--- src/rtl/transform_ctrl_pkg.sv ---
// Shared types and helpers for the separable 2D transform sequencer.
package transform_ctrl_pkg;

  typedef enum logic [2:0] {
    StIdle,
    StHRun,
    StHDrain,
    StVRun,
    StVDrain,
    StDone
  } state_e;

  localparam logic [2:0] MIN_LOG2 = 3'd2;

  function automatic logic [2:0] clamp_size_log2(input logic [2:0] size_log2,
                                                 input logic [2:0] max_log2);
    if (size_log2 < MIN_LOG2) begin
      return MIN_LOG2;
    end else if (size_log2 > max_log2) begin
      return max_log2;
    end else begin
      return size_log2;
    end
  endfunction

endpackage

--- src/rtl/ctrl_delay_line.sv ---
// LAT-deep enable-gated shift register that tracks issued rows through the datapath latency.
module ctrl_delay_line #(
  parameter int unsigned LAT = 2,
  parameter int unsigned W   = 7
) (
  input  logic         clk,
  input  logic         reset,
  input  logic         en,
  input  logic [W-1:0] din,
  output logic [W-1:0] dout
);

  if (LAT == 0) begin : g_wire
    assign dout = din;
    logic unused_ctrl;
    assign unused_ctrl = ^{clk, reset, en};
  end else begin : g_pipe
    logic [W-1:0] stage_q [LAT];

    // Whole stages are cleared so the delayed index also reads zero after reset.
    always_ff @(posedge clk) begin
      if (reset) begin
        for (int i = 0; i < LAT; i++) stage_q[i] <= '0;
      end else if (en) begin
        stage_q[0] <= din;
        for (int i = 1; i < LAT; i++) stage_q[i] <= stage_q[i-1];
      end
    end

    assign dout = stage_q[LAT-1];
  end

endmodule

--- src/rtl/transform_2d_seq_ctrl.sv ---
// Sequencer for the separable 2D transform: horizontal pass into the transpose buffer,
// latency drain, vertical pass to the output, drain, then a one-cycle done pulse.
module transform_2d_seq_ctrl
  import transform_ctrl_pkg::*;
#(
  parameter  int unsigned MAX_N = 32,
  parameter  int unsigned LAT   = 2,
  localparam int unsigned CW    = $clog2(MAX_N)
) (
  input  logic          clk,
  input  logic          reset,
  input  logic          start,
  input  logic [2:0]    size_log2,
  input  logic          stall,
  output logic          ready,
  output logic          busy,
  output logic          done,
  output logic          direction,
  output logic          src_sel,
  output logic [CW-1:0] row_idx,
  output logic          issue,
  output logic          buf_wr_en,
  output logic [CW-1:0] buf_wr_addr,
  output logic          out_valid,
  output logic [CW-1:0] out_idx
);

  localparam int unsigned DW        = (LAT > 0) ? $clog2(LAT + 1) : 1;
  localparam logic [2:0]  MaxLog2   = 3'($clog2(MAX_N));
  localparam logic [DW-1:0] DrainLast = DW'((LAT > 0) ? LAT - 1 : 0);

  state_e        state_q, state_d;
  logic [CW-1:0] row_q, row_d;
  logic [CW-1:0] last_q, last_d;
  logic [DW-1:0] drain_q, drain_d;
  logic [2:0]    size_clamped;

  assign size_clamped = clamp_size_log2(size_log2, MaxLog2);

  always_ff @(posedge clk) begin
    if (reset) begin
      state_q <= StIdle;
      row_q   <= '0;
      last_q  <= '0;
      drain_q <= '0;
    end else begin
      state_q <= state_d;
      row_q   <= row_d;
      last_q  <= last_d;
      drain_q <= drain_d;
    end
  end

  always_comb begin
    state_d = state_q;
    row_d   = row_q;
    last_d  = last_q;
    drain_d = drain_q;
    unique case (state_q)
      StIdle: begin
        if (start) begin
          state_d = StHRun;
          row_d   = '0;
          last_d  = CW'((32'd1 << size_clamped) - 32'd1);
        end
      end
      StHRun: begin
        if (!stall) begin
          if (row_q == last_q) begin
            row_d   = '0;
            state_d = (LAT == 0) ? StVRun : StHDrain;
          end else begin
            row_d = row_q + CW'(1);
          end
        end
      end
      StHDrain: begin
        if (!stall) begin
          if (drain_q == DrainLast) begin
            drain_d = '0;
            state_d = StVRun;
          end else begin
            drain_d = drain_q + DW'(1);
          end
        end
      end
      StVRun: begin
        if (!stall) begin
          if (row_q == last_q) begin
            row_d   = '0;
            state_d = (LAT == 0) ? StDone : StVDrain;
          end else begin
            row_d = row_q + CW'(1);
          end
        end
      end
      StVDrain: begin
        if (!stall) begin
          if (drain_q == DrainLast) begin
            drain_d = '0;
            state_d = StDone;
          end else begin
            drain_d = drain_q + DW'(1);
          end
        end
      end
      StDone:  state_d = StIdle;
      default: state_d = StIdle;
    endcase
  end

  always_comb begin
    ready     = 1'b0;
    done      = 1'b0;
    direction = 1'b0;
    src_sel   = 1'b0;
    issue     = 1'b0;
    unique case (state_q)
      StIdle:   ready = 1'b1;
      StHRun: begin
        direction = 1'b1;
        issue     = !stall;
      end
      StHDrain: direction = 1'b1;
      StVRun: begin
        src_sel = 1'b1;
        issue   = !stall;
      end
      StVDrain: src_sel = 1'b1;
      StDone:   done = 1'b1;
      default:  ready = 1'b0;
    endcase
    busy = !ready;
  end

  assign row_idx = row_q;

  logic [CW+1:0] dl_in, dl_out;

  assign dl_in = {issue, direction, row_idx};

  ctrl_delay_line #(
    .LAT (LAT),
    .W   (CW + 2)
  ) u_delay_line (
    .clk   (clk),
    .reset (reset),
    .en    (!stall),
    .din   (dl_in),
    .dout  (dl_out)
  );

  // Strobes are gated by stall so a frozen line cannot repeat a write or result.
  assign buf_wr_en   = dl_out[CW+1] & dl_out[CW] & !stall;
  assign out_valid   = dl_out[CW+1] & !dl_out[CW] & !stall;
  assign buf_wr_addr = dl_out[CW-1:0];
  assign out_idx     = dl_out[CW-1:0];

endmodule

--- config.mk ---
export PLATFORM = sky130hd
export DESIGN_NAME = transform_2d_seq_ctrl
export DESIGN_NICKNAME = d
export VERILOG_FILES = /design/src/rtl/transform_ctrl_pkg.sv /design/src/rtl/ctrl_delay_line.sv /design/src/rtl/transform_2d_seq_ctrl.sv
export SDC_FILE = /design/constraint.sdc
export NUM_CORES = 1
export LEC_CHECK = 0
export CORE_ASPECT_RATIO = 1.25
export CORE_MARGIN = 2
export CORE_UTILIZATION = 47
export CTS_BUF_LIST = sky130_fd_sc_hd__clkbuf_8
export CTS_CLUSTER_DIAMETER = 60
export DETAILED_ROUTE_END_ITERATION = 8
export PLACE_DENSITY = 0.77
export SLEW_MARGIN = 20
export SYNTH_ARGS = -nofsm -noshare
export SYNTH_HDL_FRONTEND = slang
export SYNTH_SLANG_ARGS = --single-unit
--- constraint.sdc ---
create_clock -name clk -period 1.65 [get_ports clk]
set_input_delay 0.4125 -clock clk [delete_from_list [all_inputs] [get_ports clk]]
set_output_delay 0.4125 -clock clk [all_outputs]
set_load 0.02 [all_outputs]
==> impl_table.tex <==
\begin{tabular}{lr}
\hline
Metric & Value \\
\hline
\multicolumn{2}{l}{\textbf{Outcome}} \\
\quad Run status & complete, but fails checks \\
\quad Violations in the final reports & setup timing \\
\multicolumn{2}{l}{\textbf{Layout}} \\
\quad Antenna diode instance count & 0 \\
\quad Filler Cell Count & approximately 200 \\
\quad Layout Cells excl Fill & approximately 250 \\
\quad Post-route core utilization & between 70\% and 80\% \\
\quad Share of post-route cells with drive strength above 1 & about two fifths \\
\quad Area of the multi-input gates & between 700 and 800 um2 \\
\quad Post-route cell area & $\sim$2200 um2 \\
\quad Storage element area & 739 um2 \\
\quad Area Overhead vs Synth & 50.8\% \\
\quad Final \#Nets & about 220 \\
\multicolumn{2}{l}{\textbf{Worst setup path}} \\
\quad Worst setup EP type & flop \\
\quad Top fanout value on the critical path & 5 \\
\quad Worst Path Arrival & slightly below 2 ns \\
\quad Crit path kind & flop to flop \\
\quad CP required & 1.86 ns \\
\quad Source of the worst register-to-register timing path & state\_q[1]\$\_SDFFE\_PP0P\_ \\
\quad Critical register-to-register path endpoint & row\_idx[4]\$\_SDFFE\_PP0P\_ \\
\quad Worst reg2reg path depth & 7 \\
\quad Internal reg-to-reg setup slack & -0.11 ns \\
\quad Category of the worst setup path launch point & flop \\
\multicolumn{2}{l}{\textbf{Logic synthesis}} \\
\quad Synthesized-area fraction occupied by ao, oa, aoi and oai cells & roughly a tenth \\
\quad Adder-cell share of the synthesized area & roughly 1.7\% \\
\quad Cell area after synthesis & between 1000 and 1500 um2 \\
\quad Total of flip-flops plus latches after synthesis & 29 \\
\quad Post-synthesis cell type count & 39 \\
\quad Async S/R FF share, synth & 0\% \\
\quad Multiplexer fraction of the synthesized cell area & less than 1\% \\
\quad Area contributors post-synth & sky130\_fd\_sc\_hd\_\_edfxtp\_1 (28\%), sky130\_fd\_sc\_hd\_\_dfxtp\_1 (20\%), sky130\_fd\_sc\_hd\_\_and2\_1 (5.1\%) \\
\quad Combinational family with the most area after synthesis & simple AND/OR/NAND/NOR gates \\
\quad Post-synthesis simple-gate area fraction & 25.5\% \\
\quad Most used flip-flop cell after synthesis & sky130\_fd\_sc\_hd\_\_dfxtp\_1 \\
\quad Post-Synthesis Cells & $\sim$160 \\
\quad Number of synthesized flops with an enable pin & 14 \\
\quad Sequential area share after synthesis & between 40\% and 50\% \\
\quad Mean instance size in the synthesized netlist & around 9.6 um2 \\
\quad Share of the synthesized area in the top cell type & 28.4\% \\
\quad Most used standard cells in the synthesized netlist & sky130\_fd\_sc\_hd\_\_dfxtp\_1 (15), sky130\_fd\_sc\_hd\_\_edfxtp\_1 (14), sky130\_fd\_sc\_hd\_\_nor2\_1 (13), sky130\_fd\_sc\_hd\_\_and2\_1 (12) \\
\quad Cell with the most instances after synthesis & sky130\_fd\_sc\_hd\_\_dfxtp\_1 \\
\quad Xor/xnor cell area share of the yosys netlist & 3.54\% \\
\quad Dominant cell type by area after synthesis & sky130\_fd\_sc\_hd\_\_edfxtp\_1 \\
\quad Ys Warns & 0 \\
\multicolumn{2}{l}{\textbf{CTS}} \\
\quad Clock Sinks & 29 \\
\quad Clock buffer count from CTS & 5 \\
\quad Count of hold buffers inserted by post-cts repair & 0 \\
\quad Root Driver & sky130\_fd\_sc\_hd\_\_clkbuf\_8 \\
\quad Clock H-tree levels & 2 \\
\quad CTS clk-pin slew, worst paths & around 0.060 ns \\
\quad CTS max path bufs & 2 \\
\quad TritonCTS clock tree & built \\
\quad Clk\_lat worst skew & roughly 0.28 ns \\
\multicolumn{2}{l}{\textbf{Job}} \\
\quad Max cap viols & 0 \\
\multicolumn{2}{l}{\textbf{STA}} \\
\quad Final min period & 1.76 ns \\
\quad Unrepaired setup endpoints after global routing & yes \\
\quad Setup Total Neg Slack & -0.380 ns \\
\quad Hold slack final & $\sim$0.5 ns \\
\quad Max Fclk & between 500 and 600 MHz \\
\quad Final-report setup violation count & 6 \\
\quad Final-report max-slew violation count & 0 \\
\quad Setup slack after layout & -0.113 ns \\
\quad Part of the cycle the worst path needs & 107\% \\
\quad Final hold violation count & 0 \\
\quad Worst setup skew after layout & 0.00505 ns \\
\multicolumn{2}{l}{\textbf{Floorplanning}} \\
\quad Standard cell core area & about 3000 um2 \\
\quad Die Y & approximately 67 um \\
\quad Die span in x & between 50 and 60 um \\
\quad I/O Pins & 30 \\
\quad Placement row count & 22 \\
\quad Effective utilization at floorplan & 49.9\% \\
\quad Overall die area & approximately 3600 um2 \\
\multicolumn{2}{l}{\textbf{Detailed routing}} \\
\quad Routed Wire Length & 3850 um \\
\quad Detailed-router iteration count before antenna repair & 4 \\
\quad \# DRC & 0 \\
\quad Mean routed wirelength per cell & approximately 16 um \\
\quad Drt first-iter violations & 76 \\
\quad Number of vias in the routed layout & approximately 1300 \\
\quad Via count normalized by instance count & 5.43 \\
\quad Antenna Nets Post-Route & 0 \\
\multicolumn{2}{l}{\textbf{Power and ir drop}} \\
\quad Total power divided by cell area & around 1300 nW/um2 \\
\quad Pleak & roughly 1.0 nW \\
\quad Peak supply drop & approximately 1100 uV \\
\quad Total power draw & 2.98 mW \\
\multicolumn{2}{l}{\textbf{Global routing}} \\
\quad First-pass GRT wire length & approximately 5400 um \\
\quad Vias in the first global route & 1239 \\
\quad Maximum number of pins on one net before global-route repair & 14 \\
\quad Sum of overflow across all layers after global routing & 0 \\
\quad Initial antenna violation count & 0 \\
\quad Overall global routing resource usage & about a fifth \\
\multicolumn{2}{l}{\textbf{Place}} \\
\quad Post-placement worst setup slack & -0.653 ns \\
\quad Post-detailed-placement half-perimeter wirelength & around 2300 um \\
\quad Number of port buffers & 29 \\
\quad Number of placed instances, taps included & 230 \\
\quad Area after DPL & 1920 um2 \\
\quad Weighted congestion reported at the end of routability-driven placement & roughly 0.87 \\
\multicolumn{2}{l}{\textbf{Hold path}} \\
\quad Cell count of the worst hold path & 1 \\
\quad Hold EP & drain\_q[1]\$\_SDFFE\_PP0P\_ \\
\quad Worst hold path type & flop to flop \\
\quad Origin of the worst min-delay path & drain\_q[1]\$\_SDFFE\_PP0P\_ \\
\hline
\end{tabular}
## how the worst max path moves through the flow
| stage | start | slack (ns) | to | cells after the start |
|---|---|---|---|---|
| final | state_q[1]$_SDFFE_PP0P_ | -0.11 | row_idx[4]$_SDFFE_PP0P_ | 7 |
| after global routing | state_q[1]$_SDFFE_PP0P_ | -0.14 | row_idx[4]$_SDFFE_PP0P_ | 7 |
| after CTS | state_q[1]$_SDFFE_PP0P_ | -0.14 | row_idx[4]$_SDFFE_PP0P_ | 7 |
| after detailed placement | stall | -0.65 | row_idx[4]$_SDFFE_PP0P_ | 6 |
| after global placement | stall | -0.59 | out_valid | 3 |
| after floorplan | row_idx[4]$_SDFFE_PP0P_ | 0.003 | state_q[1]$_SDFFE_PP0P_ | 5 |
## metal layers
metal | track usage (%) | part of all wire, %
met2 | 36.3 | 53
met4 | 11.9 | 3.1
met5 | 0 | 0
met1 | 21.7 | 38
met3 | 6.50 | 5.8
## sequential cells by signal, indices dropped and copies added (netlist names)
signal and cells:
u_delay_line.g_pipe.stage_q 14, drain_q 2, last_q 5, row_idx 5, state_q 3
## area by class of cell
type / count / area share (%)
multi-input cells: 104 / 34.2
clock buffers: 5 / 3.08
flip-flops and latches: 29 / 33.1
clock inverters: 3 / 0.783
well taps: 36 / 2.01
repair buffers: 65 / 26.1
inverters: 4 / 0.672
## logic make-up (layout without fill, tap and decap cells)
family | after synthesis | in the layout
muxes | 1 | 1
DFF | 29 | 29
xor gates and xnor gates | 6 | 6
AOI/OAI and AO/OA | 24 | 24
and+or+nand+nor | 69 | 69
other | 1 | 2
buffers and inverters | 23 | 77
adders and majority gates | 2 | 2
## cell usage in the layout, fill, tap and decap left out, drive strengths merged, types with 3 or more instances in the layout
master          n
buf            42
dfxtp          15
edfxtp         14
nor2           14
and2           12
nand2          10
dlygate4sd2     9
a21oi           8
nand3           7
dlymetal6s2s    7
clkbuf          7
nand2b          6
a31oi           6
nor2b           5
xnor2           4
nor3            4
clkdlybuf4s50   4
inv             4
o21ai           3
## where the power goes
part / internal [mW] / switching [mW] / total [mW]
Clock: 0.290 / 0.277 / 0.567
Sequential: 0.852 / 0.0694 / 0.922
Combinational: 0.766 / 0.730 / 1.50
Total: 1.91 / 1.08 / 2.98
## timing repair
item	in CTS	in global routing
endpoints found under the setup margin	24	25
buffers inserted	6	2
endpoints found under the hold margin	0	0
resized for setup	62	46
pin swaps	4	9
## critical path: stages, from the launching register on
cell,delay [ns]
sky130_fd_sc_hd__dfxtp_4,0.36
sky130_fd_sc_hd__buf_6,0.12
sky130_fd_sc_hd__nor2_4,0.12
sky130_fd_sc_hd__buf_6,0.12
sky130_fd_sc_hd__a21oi_4,0.05
sky130_fd_sc_hd__or2_4,0.26
sky130_fd_sc_hd__or4_4,0.50
sky130_fd_sc_hd__a31oi_4,0.15
Note: power is estimated with default switching activity, not from simulation.
